`src/rtl/sha_arb_pkg.sv`:
```
// Shared constants and state encoding for the SHA-256 core arbiter.
package sha_arb_pkg;

    localparam int ADDR_W             = 16;
    localparam int NUM_REQ_DEF        = 4;
    localparam int TIMEOUT_CYCLES_DEF = 4096;

    typedef logic [2:0] arb_state_t;

    localparam arb_state_t ARB_IDLE      = 3'd0;
    localparam arb_state_t ARB_START     = 3'd1;
    localparam arb_state_t ARB_WAIT_BUSY = 3'd2;
    localparam arb_state_t ARB_WAIT_DONE = 3'd3;
    localparam arb_state_t ARB_RELEASE   = 3'd4;

    // Requester index width; never below one bit.
    function automatic int idx_width(int n);
        return (n > 1) ? $clog2(n) : 1;
    endfunction

endpackage

```
`src/rtl/sha256_arbiter_if.sv`:
```
// Signal bundle between the requesters, the arbiter and the shared SHA-256 core.
interface sha256_arbiter_if
    import sha_arb_pkg::*;
#(
    parameter int NUM_REQ = NUM_REQ_DEF
) ();

    logic [NUM_REQ-1:0]             req;
    logic [NUM_REQ-1:0][ADDR_W-1:0] req_input_addr;
    logic [NUM_REQ-1:0][ADDR_W-1:0] req_hash_addr;
    logic [NUM_REQ-1:0]             grant;
    logic [NUM_REQ-1:0]             req_done;
    logic                           err_timeout;
    logic                           core_start;
    logic [ADDR_W-1:0]              core_input_addr;
    logic [ADDR_W-1:0]              core_hash_addr;
    logic                           core_done;
    logic                           busy;

    // Arbiter side.
    modport slave (
        input  req, req_input_addr, req_hash_addr, core_done,
        output grant, req_done, err_timeout, core_start,
               core_input_addr, core_hash_addr, busy
    );

    // Requester / core-model side.
    modport master (
        output req, req_input_addr, req_hash_addr, core_done,
        input  grant, req_done, err_timeout, core_start,
               core_input_addr, core_hash_addr, busy
    );

endinterface

```
`src/rtl/sha_rr_pick.sv`:
```
// Combinational round-robin pick: first set req bit starting at last_owner+1, wrapping.
module sha_rr_pick #(
    parameter int NUM_REQ = 4,
    parameter int IDX_W   = 2
) (
    input  logic [NUM_REQ-1:0] req,
    input  logic [IDX_W-1:0]   last_owner,
    output logic               valid,
    output logic [IDX_W-1:0]   index
);

    localparam int SW = IDX_W + 1;

    logic [IDX_W-1:0]   cand_idx [NUM_REQ];
    logic [NUM_REQ-1:0] hit;

    // Candidate gi is the requester gi+1 positions after the previous owner.
    for (genvar gi = 0; gi < NUM_REQ; gi++) begin : g_cand
        logic [SW-1:0] sum;
        logic [SW-1:0] wrapped;
        assign sum           = {1'b0, last_owner} + SW'(gi + 1);
        assign wrapped       = (sum >= SW'(NUM_REQ)) ? sum - SW'(NUM_REQ) : sum;
        assign cand_idx[gi]  = wrapped[IDX_W-1:0];
        assign hit[gi]       = req[cand_idx[gi]];
    end

    always_comb begin
        valid = 1'b0;
        index = '0;
        for (int i = NUM_REQ - 1; i >= 0; i--) begin
            if (hit[i]) begin
                valid = 1'b1;
                index = cand_idx[i];
            end
        end
    end

endmodule

```
`src/rtl/sha256_arbiter.sv`:
```
// Round-robin arbiter sharing one SHA-256 core among NUM_REQ requesters,
// with latched core addresses and a per-job watchdog.
module sha256_arbiter
    import sha_arb_pkg::*;
#(
    parameter int NUM_REQ        = NUM_REQ_DEF,
    parameter int TIMEOUT_CYCLES = TIMEOUT_CYCLES_DEF
) (
    input  logic            clk,
    input  logic            rst_n,
    sha256_arbiter_if.slave bus
);

    localparam int              IDX_W    = idx_width(NUM_REQ);
    localparam int              WD_W     = $clog2(TIMEOUT_CYCLES + 1);
    localparam logic [WD_W-1:0] WD_LIMIT = WD_W'(TIMEOUT_CYCLES);

    arb_state_t         state_reg, state_next;
    logic [IDX_W-1:0]   owner_reg, owner_next;
    logic [IDX_W-1:0]   last_owner_reg, last_owner_next;
    logic [NUM_REQ-1:0] grant_reg, grant_next;
    logic [ADDR_W-1:0]  in_addr_reg, in_addr_next;
    logic [ADDR_W-1:0]  hash_addr_reg, hash_addr_next;
    logic [WD_W-1:0]    wdog_reg, wdog_next;

    logic               pick_valid;
    logic [IDX_W-1:0]   pick_index;
    logic [NUM_REQ-1:0] pick_onehot;
    logic               in_wait;
    logic               wdog_expired;

    sha_rr_pick #(
        .NUM_REQ (NUM_REQ),
        .IDX_W   (IDX_W)
    ) u_pick (
        .req        (bus.req),
        .last_owner (last_owner_reg),
        .valid      (pick_valid),
        .index      (pick_index)
    );

    for (genvar gi = 0; gi < NUM_REQ; gi++) begin : g_onehot
        assign pick_onehot[gi] = (pick_index == IDX_W'(gi));
    end

    assign in_wait      = (state_reg == ARB_WAIT_BUSY) || (state_reg == ARB_WAIT_DONE);
    // Expiry outranks a core_done edge arriving in the same cycle.
    assign wdog_expired = in_wait && (wdog_reg == WD_LIMIT);

    always_comb begin
        state_next      = state_reg;
        owner_next      = owner_reg;
        last_owner_next = last_owner_reg;
        grant_next      = grant_reg;
        in_addr_next    = in_addr_reg;
        hash_addr_next  = hash_addr_reg;
        wdog_next       = wdog_reg;

        case (state_reg)
            ARB_IDLE: begin
                if (bus.core_done && pick_valid) begin
                    owner_next     = pick_index;
                    grant_next     = pick_onehot;
                    in_addr_next   = bus.req_input_addr[pick_index];
                    hash_addr_next = bus.req_hash_addr[pick_index];
                    wdog_next      = '0;
                    state_next     = ARB_START;
                end
            end
            ARB_START: begin
                state_next = ARB_WAIT_BUSY;
            end
            ARB_WAIT_BUSY, ARB_WAIT_DONE: begin
                if (wdog_expired) begin
                    last_owner_next = owner_reg;
                    grant_next      = '0;
                    state_next      = ARB_IDLE;
                end else begin
                    wdog_next = wdog_reg + WD_W'(1);
                    if (state_reg == ARB_WAIT_BUSY && !bus.core_done) begin
                        state_next = ARB_WAIT_DONE;
                    end else if (state_reg == ARB_WAIT_DONE && bus.core_done) begin
                        state_next = ARB_RELEASE;
                    end
                end
            end
            ARB_RELEASE: begin
                last_owner_next = owner_reg;
                grant_next      = '0;
                state_next      = ARB_IDLE;
            end
            default: begin
                grant_next = '0;
                state_next = ARB_IDLE;
            end
        endcase
    end

    always_ff @(posedge clk or negedge rst_n) begin
        if (!rst_n) begin
            state_reg      <= ARB_IDLE;
            owner_reg      <= '0;
            last_owner_reg <= IDX_W'(NUM_REQ - 1);
            grant_reg      <= '0;
            in_addr_reg    <= '0;
            hash_addr_reg  <= '0;
            wdog_reg       <= '0;
        end else begin
            state_reg      <= state_next;
            owner_reg      <= owner_next;
            last_owner_reg <= last_owner_next;
            grant_reg      <= grant_next;
            in_addr_reg    <= in_addr_next;
            hash_addr_reg  <= hash_addr_next;
            wdog_reg       <= wdog_next;
        end
    end

    // Pulses are state decodes, so reset clears them without waiting for a clock.
    assign bus.grant           = grant_reg;
    assign bus.req_done        = (state_reg == ARB_RELEASE) ? grant_reg : '0;
    assign bus.err_timeout     = wdog_expired;
    assign bus.core_start      = (state_reg == ARB_START);
    assign bus.core_input_addr = in_addr_reg;
    assign bus.core_hash_addr  = hash_addr_reg;
    assign bus.busy            = (state_reg != ARB_IDLE);

endmodule

```
`src/flat_wrapper.sv`:
```
// flat-port wrapper written by rule: the top's interface ports become plain ports
module sha256_arbiter_flat import sha_arb_pkg::*;
#(
    parameter int NUM_REQ        = NUM_REQ_DEF,
    parameter int TIMEOUT_CYCLES = TIMEOUT_CYCLES_DEF
)
  (clk, rst_n, bus_req, bus_req_input_addr, bus_req_hash_addr, bus_core_done, bus_grant, bus_req_done, bus_err_timeout, bus_core_start, bus_core_input_addr, bus_core_hash_addr, bus_busy);
  sha256_arbiter_if #(.NUM_REQ(NUM_REQ)) bus_i ();
  input  logic clk;
  input  logic rst_n;
  input wire logic [$bits(bus_i.req)-1:0] bus_req;
  input wire logic [$bits(bus_i.req_input_addr)-1:0] bus_req_input_addr;
  input wire logic [$bits(bus_i.req_hash_addr)-1:0] bus_req_hash_addr;
  input wire logic [$bits(bus_i.core_done)-1:0] bus_core_done;
  output wire logic [$bits(bus_i.grant)-1:0] bus_grant;
  output wire logic [$bits(bus_i.req_done)-1:0] bus_req_done;
  output wire logic [$bits(bus_i.err_timeout)-1:0] bus_err_timeout;
  output wire logic [$bits(bus_i.core_start)-1:0] bus_core_start;
  output wire logic [$bits(bus_i.core_input_addr)-1:0] bus_core_input_addr;
  output wire logic [$bits(bus_i.core_hash_addr)-1:0] bus_core_hash_addr;
  output wire logic [$bits(bus_i.busy)-1:0] bus_busy;
  assign bus_i.req = bus_req;
  assign bus_i.req_input_addr = bus_req_input_addr;
  assign bus_i.req_hash_addr = bus_req_hash_addr;
  assign bus_i.core_done = bus_core_done;
  assign bus_grant = bus_i.grant;
  assign bus_req_done = bus_i.req_done;
  assign bus_err_timeout = bus_i.err_timeout;
  assign bus_core_start = bus_i.core_start;
  assign bus_core_input_addr = bus_i.core_input_addr;
  assign bus_core_hash_addr = bus_i.core_hash_addr;
  assign bus_busy = bus_i.busy;
  sha256_arbiter #(.NUM_REQ(NUM_REQ), .TIMEOUT_CYCLES(TIMEOUT_CYCLES)) u_core (.clk(clk), .rst_n(rst_n), .bus(bus_i));
endmodule
```
`config.mk`:
```
export PLATFORM = sky130hd
export DESIGN_NAME = sha256_arbiter_flat
export DESIGN_NICKNAME = d
export VERILOG_FILES = /design/src/rtl/sha_arb_pkg.sv /design/src/rtl/sha256_arbiter_if.sv /design/src/rtl/sha_rr_pick.sv /design/src/rtl/sha256_arbiter.sv /design/src/flat_wrapper.sv
export SDC_FILE = /design/constraint.sdc
export NUM_CORES = 1
export LEC_CHECK = 0
export CAP_MARGIN = 20
export CORE_MARGIN = 2
export CORE_UTILIZATION = 42
export CTS_BUF_LIST = sky130_fd_sc_hd__clkbuf_4 sky130_fd_sc_hd__clkbuf_8 sky130_fd_sc_hd__clkbuf_16
export DETAILED_ROUTE_END_ITERATION = 6
export MAX_ROUTING_LAYER = met4
export PLACE_DENSITY = 0.83
export SYNTH_ARGS = -nofsm -noshare
export SYNTH_HDL_FRONTEND = slang
export SYNTH_SLANG_ARGS = --single-unit
```
`constraint.sdc`:
```
create_clock -name clk -period 2.3 [get_ports clk]
set_input_delay 0.46 -clock clk [delete_from_list [all_inputs] [get_ports clk]]
set_output_delay 0.46 -clock clk [all_outputs]
set_load 0.01 [all_outputs]
```
==> impl_metrics.py, run 1 <==
metrics = {
    "outcome": {
        "status": "complete, no violations",
    },
    "place": {
        "gp_congestion": 0.899,
        "placed_cells": 675,
        "dp_hpwl_mm": 9.45,
        "place_area_um2": 5770,
        "io_buffers": 177,
    },
    "setup_path": {
        "crit_buf_inv": 1,
        "critPathSlowestCell": "nor2_4",
        "crit_chain": "clkdlybuf4s50_1, or2_0, a311o_2, nor2_4, a211oi_1",
        "critPathKind": "in -> reg",
        "cp_top_family": "simple AND/OR/NAND/NOR gates",
        "required_ps": 2480,
        "reg2regPathDepth": 4,
        "regToRegSetupSlack_ps": 120,
        "critPathArrivalTime_ps": 2390,
        "r2r-start": "u_core.state_reg[1]",
        "setup.worst_path.start_class": "input port",
        "worst-path-max-fanout": 17,
        "worst_r2r_endpoint": "u_core.bus.core_input_addr[5]",
        "crit_path_max_incr_delay_ps": 580,
        "endpoint_kind": "flip-flop",
    },
    "detailed_routing": {
        "remaining_drc_errors": 0,
        "vias_per_cell": 5.58,
        "firstDrtPassIters": 4,
        "routedWlPerCell_um": 18.7,
        "ant_nets": 0,
        "vias": 3815,
        "drtIter0Drc": 172,
        "totalWireLength_mm": 12.8,
    },
    "timing": {
        "period_minus_slack_ps": 2210,
        "setup_viol": 0,
        "tightestPinTransition_ps": 672,
        "fin_crit_sh_pct": 96.2,
        "fmax_mhz": 452,
        "slew_violations": 0,
        "relSlewSlack_pct": 55.1,
        "hold_violations": 0,
        "skew_ps": 10.5,
        "rsz0062_at_grt": "false",
    },
    "floorplanning": {
        "initial_utilization_pct": 43.6,
        "dieArea_um2": 9910,
        "die_width_um": 99.6,
        "io_pins": 178,
        "die_h_um": 99.6,
        "core_um2": 8810,
        "rows": 34,
    },
    "synth": {
        "ys_seq_area_share_pct": 36.6,
        "synth_top_area_share_pct": 35.2,
        "synth_seq_cells": 56,
        "synth_area_leader_cell": "dfrtp_1",
        "ys_types": 45,
        "synth_area_um2": 3840,
        "yosysWarningCount": 0,
        "synthCells": 395,
        "avgSynthCellArea_um2": 9.71,
        "synth.top_cells.by_area": "dfrtp_1 (35%), a211oi_2 (17%), mux2i_1 (8.3%)",
        "synth_nets": 532,
    },
    "finish": {
        "diodes": 0,
        "nNetsFinal": 712,
        "stdcell_area_um2": 5920,
        "area_delta_synth_final_pct": 54.4,
        "fillerInstances": 704,
        "finalNonFillerCells": 684,
        "utilization_pct": 67.3,
        "drive_gt1_share_pct": 18.2,
    },
    "clocking": {
        "clock_latency_ps": 320,
        "cts_tree": "built",
        "clk_pin_slew_ps": 110,
        "clk_path_buf_depth": 2,
        "root_buffer": "clkbuf_8",
        "cts_made_buffers": 5,
        "htree_levels": 2,
        "clock_sinks": 56,
        "cts_hold_buf": 0,
    },
    "hold_path": {
        "hp-class": "in -> async",
    },
    "power": {
        "ir_drop_mv": 0.489,
        "power.density_nw_per_um2": 979,
        "leakage_nw": 2.50,
    },
    "grt": {
        "grt_max_degree": 36,
        "grt_pass1_wl_mm": 19.7,
        "grt_use_total_pct": 25.6,
        "overflow": 0,
        "grt_antenna_before_repair": 0,
        "grt_pass1_vias": 3991,
    },
    "run": {
        "max-cap-violations": 0,
    },
}
==> power breakdown <==
| part | switching [mW] | leakage [nW] | total, mW | internal [mW] |
|---|---|---|---|---|
| sequential | 0.310 | 0.666 | 1.72 | 1.41 |
| clock | 0.356 | 0.0485 | 0.576 | 0.220 |
| combinational | 1.76 | 1.79 | 3.50 | 1.74 |
| total | 2.43 | 2.50 | 5.80 | 3.37 |
==> metal layers <==
layer / routed length [µm] / vias up / global-route usage, %
met4: 191 / 0 / 6.85
li1: - / 1788 / -
met5: 0 / - / -
met3: 854 / 17 / 4.01
met2: 6540 / 156 / 45.6
met1: 5170 / 1854 / 30.0
==> layout by cell type, fill, tap and decap left out, types with 3 or more instances in the layout <==
master and n:
a211oi_1 13, nor2_4 3, inv_1 41, nand2_1 12, buf_12 4, xor2_1 7
dfrtp_1 53, nor2b_1 3, a22o_1 4, clkbuf_8 5, clkdlybuf4s50_1 175, xnor2_1 4
nor2_1 50, nand2b_1 3, nor3_1 3, buf_4 22, nand3_1 6, a21oi_1 3
mux2i_1 32, and3_1 6, nand4_1 3, a31oi_1 33, a211oi_2 51
==> cell families after synthesis <==
logic type | Yosys count | share of synthesized area (%)
compound gates | 119 | 29.0
simple gates | 103 | 13.1
buf+inv | 72 | 9.82
flops | 56 | 36.6
mux | 32 | 8.35
xor+xnor | 11 | 2.51
fa+ha+maj | 2 | 0.652
==> per-stage QoR <==
step	setup TNS [ps]	worst slack (ps)	power [mW]	hold WS, ps
2_1_floorplan	0	458	3.72	164
3_3_place_gp	-6140	-193	5.03	442
3_5_place_dp	-8450	-289	5.16	456
4_1_cts	0	39.0	5.76	108
5_1_grt	0	11.4	6.14	132
6_report	0	87.4	5.80	90.3
==> repair_timing <==
item,4_1_cts,5_1_grt
setup buffers,0,0
resized for setup,6,6
pin swaps,0,2
setup endpoints to repair,5,9
cloned,0,1
==> synth_stat cells, drive strengths merged <==
library cell,n
a21oi,3
buf,16
nor2b,3
a211oi,64
mux2i,32
a41oi,1
a31oi,33
nand3,7
nor3,3
ha,2
xnor2,4
a311o,1
nor4b,2
clkbuf,15
or3,2
xor2,7
dfstp,2
a21o,2
nor4,3
nand2,13
a22o,4
nor2,54
o2bb2ai,1
dfrtp,54
o21ai,4
and3,7
inv,41
or2,2
o31ai,2
nor3b,1
a2bb2o,1
nand2b,3
nand4,3
o22ai,2
o41ai,1
==> final cells by class <==
cell class | count | area (µm²) | share of cell area [%]
clock buffer | 5 | 68.8 | 1.16
timing repair buffer | 203 | 2010 | 33.9
clock inverter | 3 | 22.5 | 0.380
sequential | 56 | 1410 | 23.7
multi-input combinational | 268 | 2130 | 35.9
tap | 108 | 135 | 2.28
inverter | 41 | 154 | 2.60
==> how the worst max path moves through the flow <==
stage,end,from,slack [ps],depth (start not counted)
finish,u_core.bus.core_input_addr[5],bus_req[1],90,5
global route,bus_err_timeout,u_core.wdog_reg[1],10,6
CTS,bus_req_done[0],u_core.state_reg[1],40,3
detailed placement,u_core.bus.core_input_addr[4],bus_req[1],-290,5
global placement,u_core.bus.core_input_addr[11],bus_req[1],-190,5
floorplan,u_core.bus.core_hash_addr[10],bus_req[0],460,9
No activity file was read; power rests on OpenSTA's default activity.
==> run 2, diff against run 1 <==
--- a/config.mk
+++ b/config.mk
@@ -7,11 +7,11 @@
 export LEC_CHECK = 0
 export CAP_MARGIN = 20
 export CORE_MARGIN = 2
-export CORE_UTILIZATION = 42
+export CORE_UTILIZATION = 38
 export CTS_BUF_LIST = sky130_fd_sc_hd__clkbuf_4 sky130_fd_sc_hd__clkbuf_8 sky130_fd_sc_hd__clkbuf_16
 export DETAILED_ROUTE_END_ITERATION = 6
 export MAX_ROUTING_LAYER = met4
-export PLACE_DENSITY = 0.83
+export PLACE_DENSITY = 0.8
 export SYNTH_ARGS = -nofsm -noshare
 export SYNTH_HDL_FRONTEND = slang
 export SYNTH_SLANG_ARGS = --single-unit
==> constraint.sdc (replaced) <==
create_clock -name clk -period 1.96 [get_ports clk]
set_input_delay 0.392 -clock clk [delete_from_list [all_inputs] [get_ports clk]]
set_output_delay 0.392 -clock clk [all_outputs]
set_load 0.01 [all_outputs]
==> run 2 against run 1 <==
  * Setup slack got worse by 82 ps
  * Sequential power rose by 15%
  * Sequential share of layout area fell by 2.7 points
  * Total power rose by 37%
  * Register-to-register slack got worse by 110 ps
  * Hold slack improved by 430 ps
  * Utilization rose by 0.94 points
  * Global-route usage fell by 0.11 points
  * Combinational power rose by 48%
  * Die area rose by 10%
  * Clock-buffer cell count rose by 1
==> impl_metrics.py, run 2 (synthesis results as in run 1) <==
metrics = {
    "outcome": {
        "status": "complete, no violations",
    },
    "power": {
        "power.density_nw_per_um2": 1190,
        "ir_drop_mv": 0.624,
        "leakage_nw": 2.82,
    },
    "finish": {
        "diodes": 0,
        "area_delta_synth_final_pct": 73.8,
        "fillerInstances": 747,
        "nNetsFinal": 754,
        "multi_input_area_um2": 2320,
        "utilization_pct": 68.2,
        "final_cell_mix": "clkdlybuf4s50_1 (165), dfrtp_1 (54), a211oi_2 (52)",
        "regArea_um2": 1400,
        "drive_gt1_share_pct": 27.5,
        "final_common_cell": "clkdlybuf4s50_1",
        "finalNonFillerCells": 751,
    },
    "setup_path": {
        "worst_r2r_endpoint": "u_core.bus.core_hash_addr[11]",
        "crit_path_start": "u_core.last_owner_reg[0]",
        "endpoint": "u_core.bus.core_hash_addr[11]",
        "setup.worst_path.start_class": "flip-flop",
        "regToRegSetupSlack_ps": 6,
        "critPathKind": "reg -> reg",
        "reg2regPathDepth": 7,
        "required_ps": 2160,
        "critPathArrivalTime_ps": 2150,
        "r2r-start": "u_core.last_owner_reg[0]",
        "worst-path-max-fanout": 6,
        "endpoint_kind": "flip-flop",
    },
    "hold_path": {
        "hp-class": "in -> async",
    },
    "detailed_routing": {
        "firstDrtPassIters": 4,
        "vias": 4091,
        "ant_nets": 0,
        "vias_per_cell": 5.45,
        "routedWlPerCell_um": 18.8,
        "remaining_drc_errors": 0,
        "drtIter0Drc": 199,
        "totalWireLength_mm": 14.1,
    },
    "clocking": {
        "clock_latency_ps": 310,
        "root_buffer": "clkbuf_8",
        "clk_pin_slew_ps": 100,
        "cts_made_buffers": 5,
        "cts_tree": "built",
        "clk_path_buf_depth": 2,
        "clock_sinks": 56,
        "htree_levels": 2,
    },
    "grt": {
        "grt_pass1_vias": 4315,
        "grt_pass1_wl_mm": 21.9,
        "grtUsageMet1_pct": 29.8,
        "grt_use_met2_pct": 45.2,
        "grt_max_degree": 34,
        "grt_use_total_pct": 25.5,
        "overflow": 0,
        "grt_antenna_before_repair": 0,
        "use_met3_pct": 4.07,
        "busiest_layer": "met2",
    },
    "timing": {
        "setup_viol": 0,
        "hold_violations": 0,
        "skew_ps": 5.51,
        "fin_crit_sh_pct": 99.7,
        "layout_setup_ws_ps": 5.74,
        "rsz0062_at_grt": "true",
        "fmax_mhz": 512,
        "slew_violations": 0,
        "relSlewSlack_pct": 67.2,
        "period_minus_slack_ps": 1950,
        "tightestPinTransition_ps": 488,
    },
    "place": {
        "io_buffers": 177,
        "gp_congestion": 0.819,
        "dp_hpwl_mm": 9.50,
        "placed_cells": 726,
        "dpl_worst_slack_ps": -498,
    },
    "floorplanning": {
        "die_width_um": 104,
        "dieArea_um2": 10900,
        "die_h_um": 104,
        "rows": 36,
        "initial_utilization_pct": 39.2,
        "io_pins": 178,
        "core_um2": 9770,
    },
    "run": {
        "max-cap-violations": 0,
    },
}
[run 2: cell types whose count changed in the layout (fill, tap and decap cells not counted), sizes merged, moves of 3 or more]
cell and delta:
dlygate4sd2 +8, clkdlybuf4s50 -10, buf +39, clkbuf +3
[run 2: where the power goes]
part	total, mW	internal, mW	switching, mW
Clock	0.793	0.394	0.398
Sequential	1.98	1.66	0.324
Combinational	5.18	2.78	2.40
Total	7.96	4.84	3.12
[run 2: worst max-delay path, cell delays in order (launching register included)]
cell and delay (ps):
dfstp_2 590, nand2b_4 140, buf_6 90, a21o_1 180
and3_4 320, clkbuf_16 210, mux2i_4 230, a211oi_2 80
[run 2: metal layers]
metal  routed length (µm)  share of wire [%]
met5                    0                  0
met4                  274                1.9
met3                  887                6.3
met2                 7300                 52
met1                 5660                 40
[run 2: worst min-delay path by stage]
stage,start,to,slack [ps],cells past startpoint
final,rst_n,u_core.state_reg[2],520,2
after CTS,rst_n,u_core.state_reg[1],520,2
after global routing,rst_n,u_core.state_reg[2],550,2
after global placement,rst_n,u_core.state_reg[2],320,1
after detailed placement,rst_n,u_core.state_reg[1],330,1
after floorplan,rst_n,u_core.bus.core_hash_addr[0],100,0
[run 2: what timing repair did]
action / in CTS / in global routing
resized for setup: 33 / 41
setup endpoints to repair: 42 / 34
gates cloned: 4 / 3
hold endpoints to repair: 12 / 0
hold buffers: 1 / 0
setup buffers: 3 / 6
pin swaps: 6 / 21
[run 2: per-stage QoR]
| stage | instance area, µm² | hold slack [ps] | total power, mW | TNS, ps |
|---|---|---|---|---|
| after global routing | 6670 | 552 | 8.39 | -1480 |
| after CTS | 6380 | 520 | 7.50 | -175 |
| after detailed placement | 6030 | 333 | 6.27 | -18780 |
| after floorplan | 3840 | 96.4 | 4.36 | 0 |
| after global placement | 6030 | 324 | 6.14 | -16100 |
| final | 6670 | 516 | 7.96 | 0 |
[run 2: layout make-up]
| type | instances | area share [%] |
|---|---|---|
| multi-input combinational | 269 | 34.8 |
| clock inverter | 2 | 0.525 |
| timing repair buffer | 244 | 37.7 |
| sequential | 56 | 21.1 |
| tap | 133 | 2.50 |
| inverter | 41 | 2.31 |
| clock buffer | 6 | 1.14 |
==> run 3, diff against run 2 <==
--- a/config.mk
+++ b/config.mk
@@ -5,11 +5,13 @@
 export SDC_FILE = /design/constraint.sdc
 export NUM_CORES = 1
 export LEC_CHECK = 0
+export ABC_CLOCK_PERIOD_IN_PS = 1960
 export CAP_MARGIN = 20
 export CORE_MARGIN = 2
 export CORE_UTILIZATION = 38
 export CTS_BUF_LIST = sky130_fd_sc_hd__clkbuf_4 sky130_fd_sc_hd__clkbuf_8 sky130_fd_sc_hd__clkbuf_16
 export DETAILED_ROUTE_END_ITERATION = 6
+export GPL_ROUTABILITY_DRIVEN = 0
 export MAX_ROUTING_LAYER = met4
 export PLACE_DENSITY = 0.8
 export SYNTH_ARGS = -nofsm -noshare
==> results of run 3 <==
No change in the layout: final DEF, timing and power equal those of run 2.
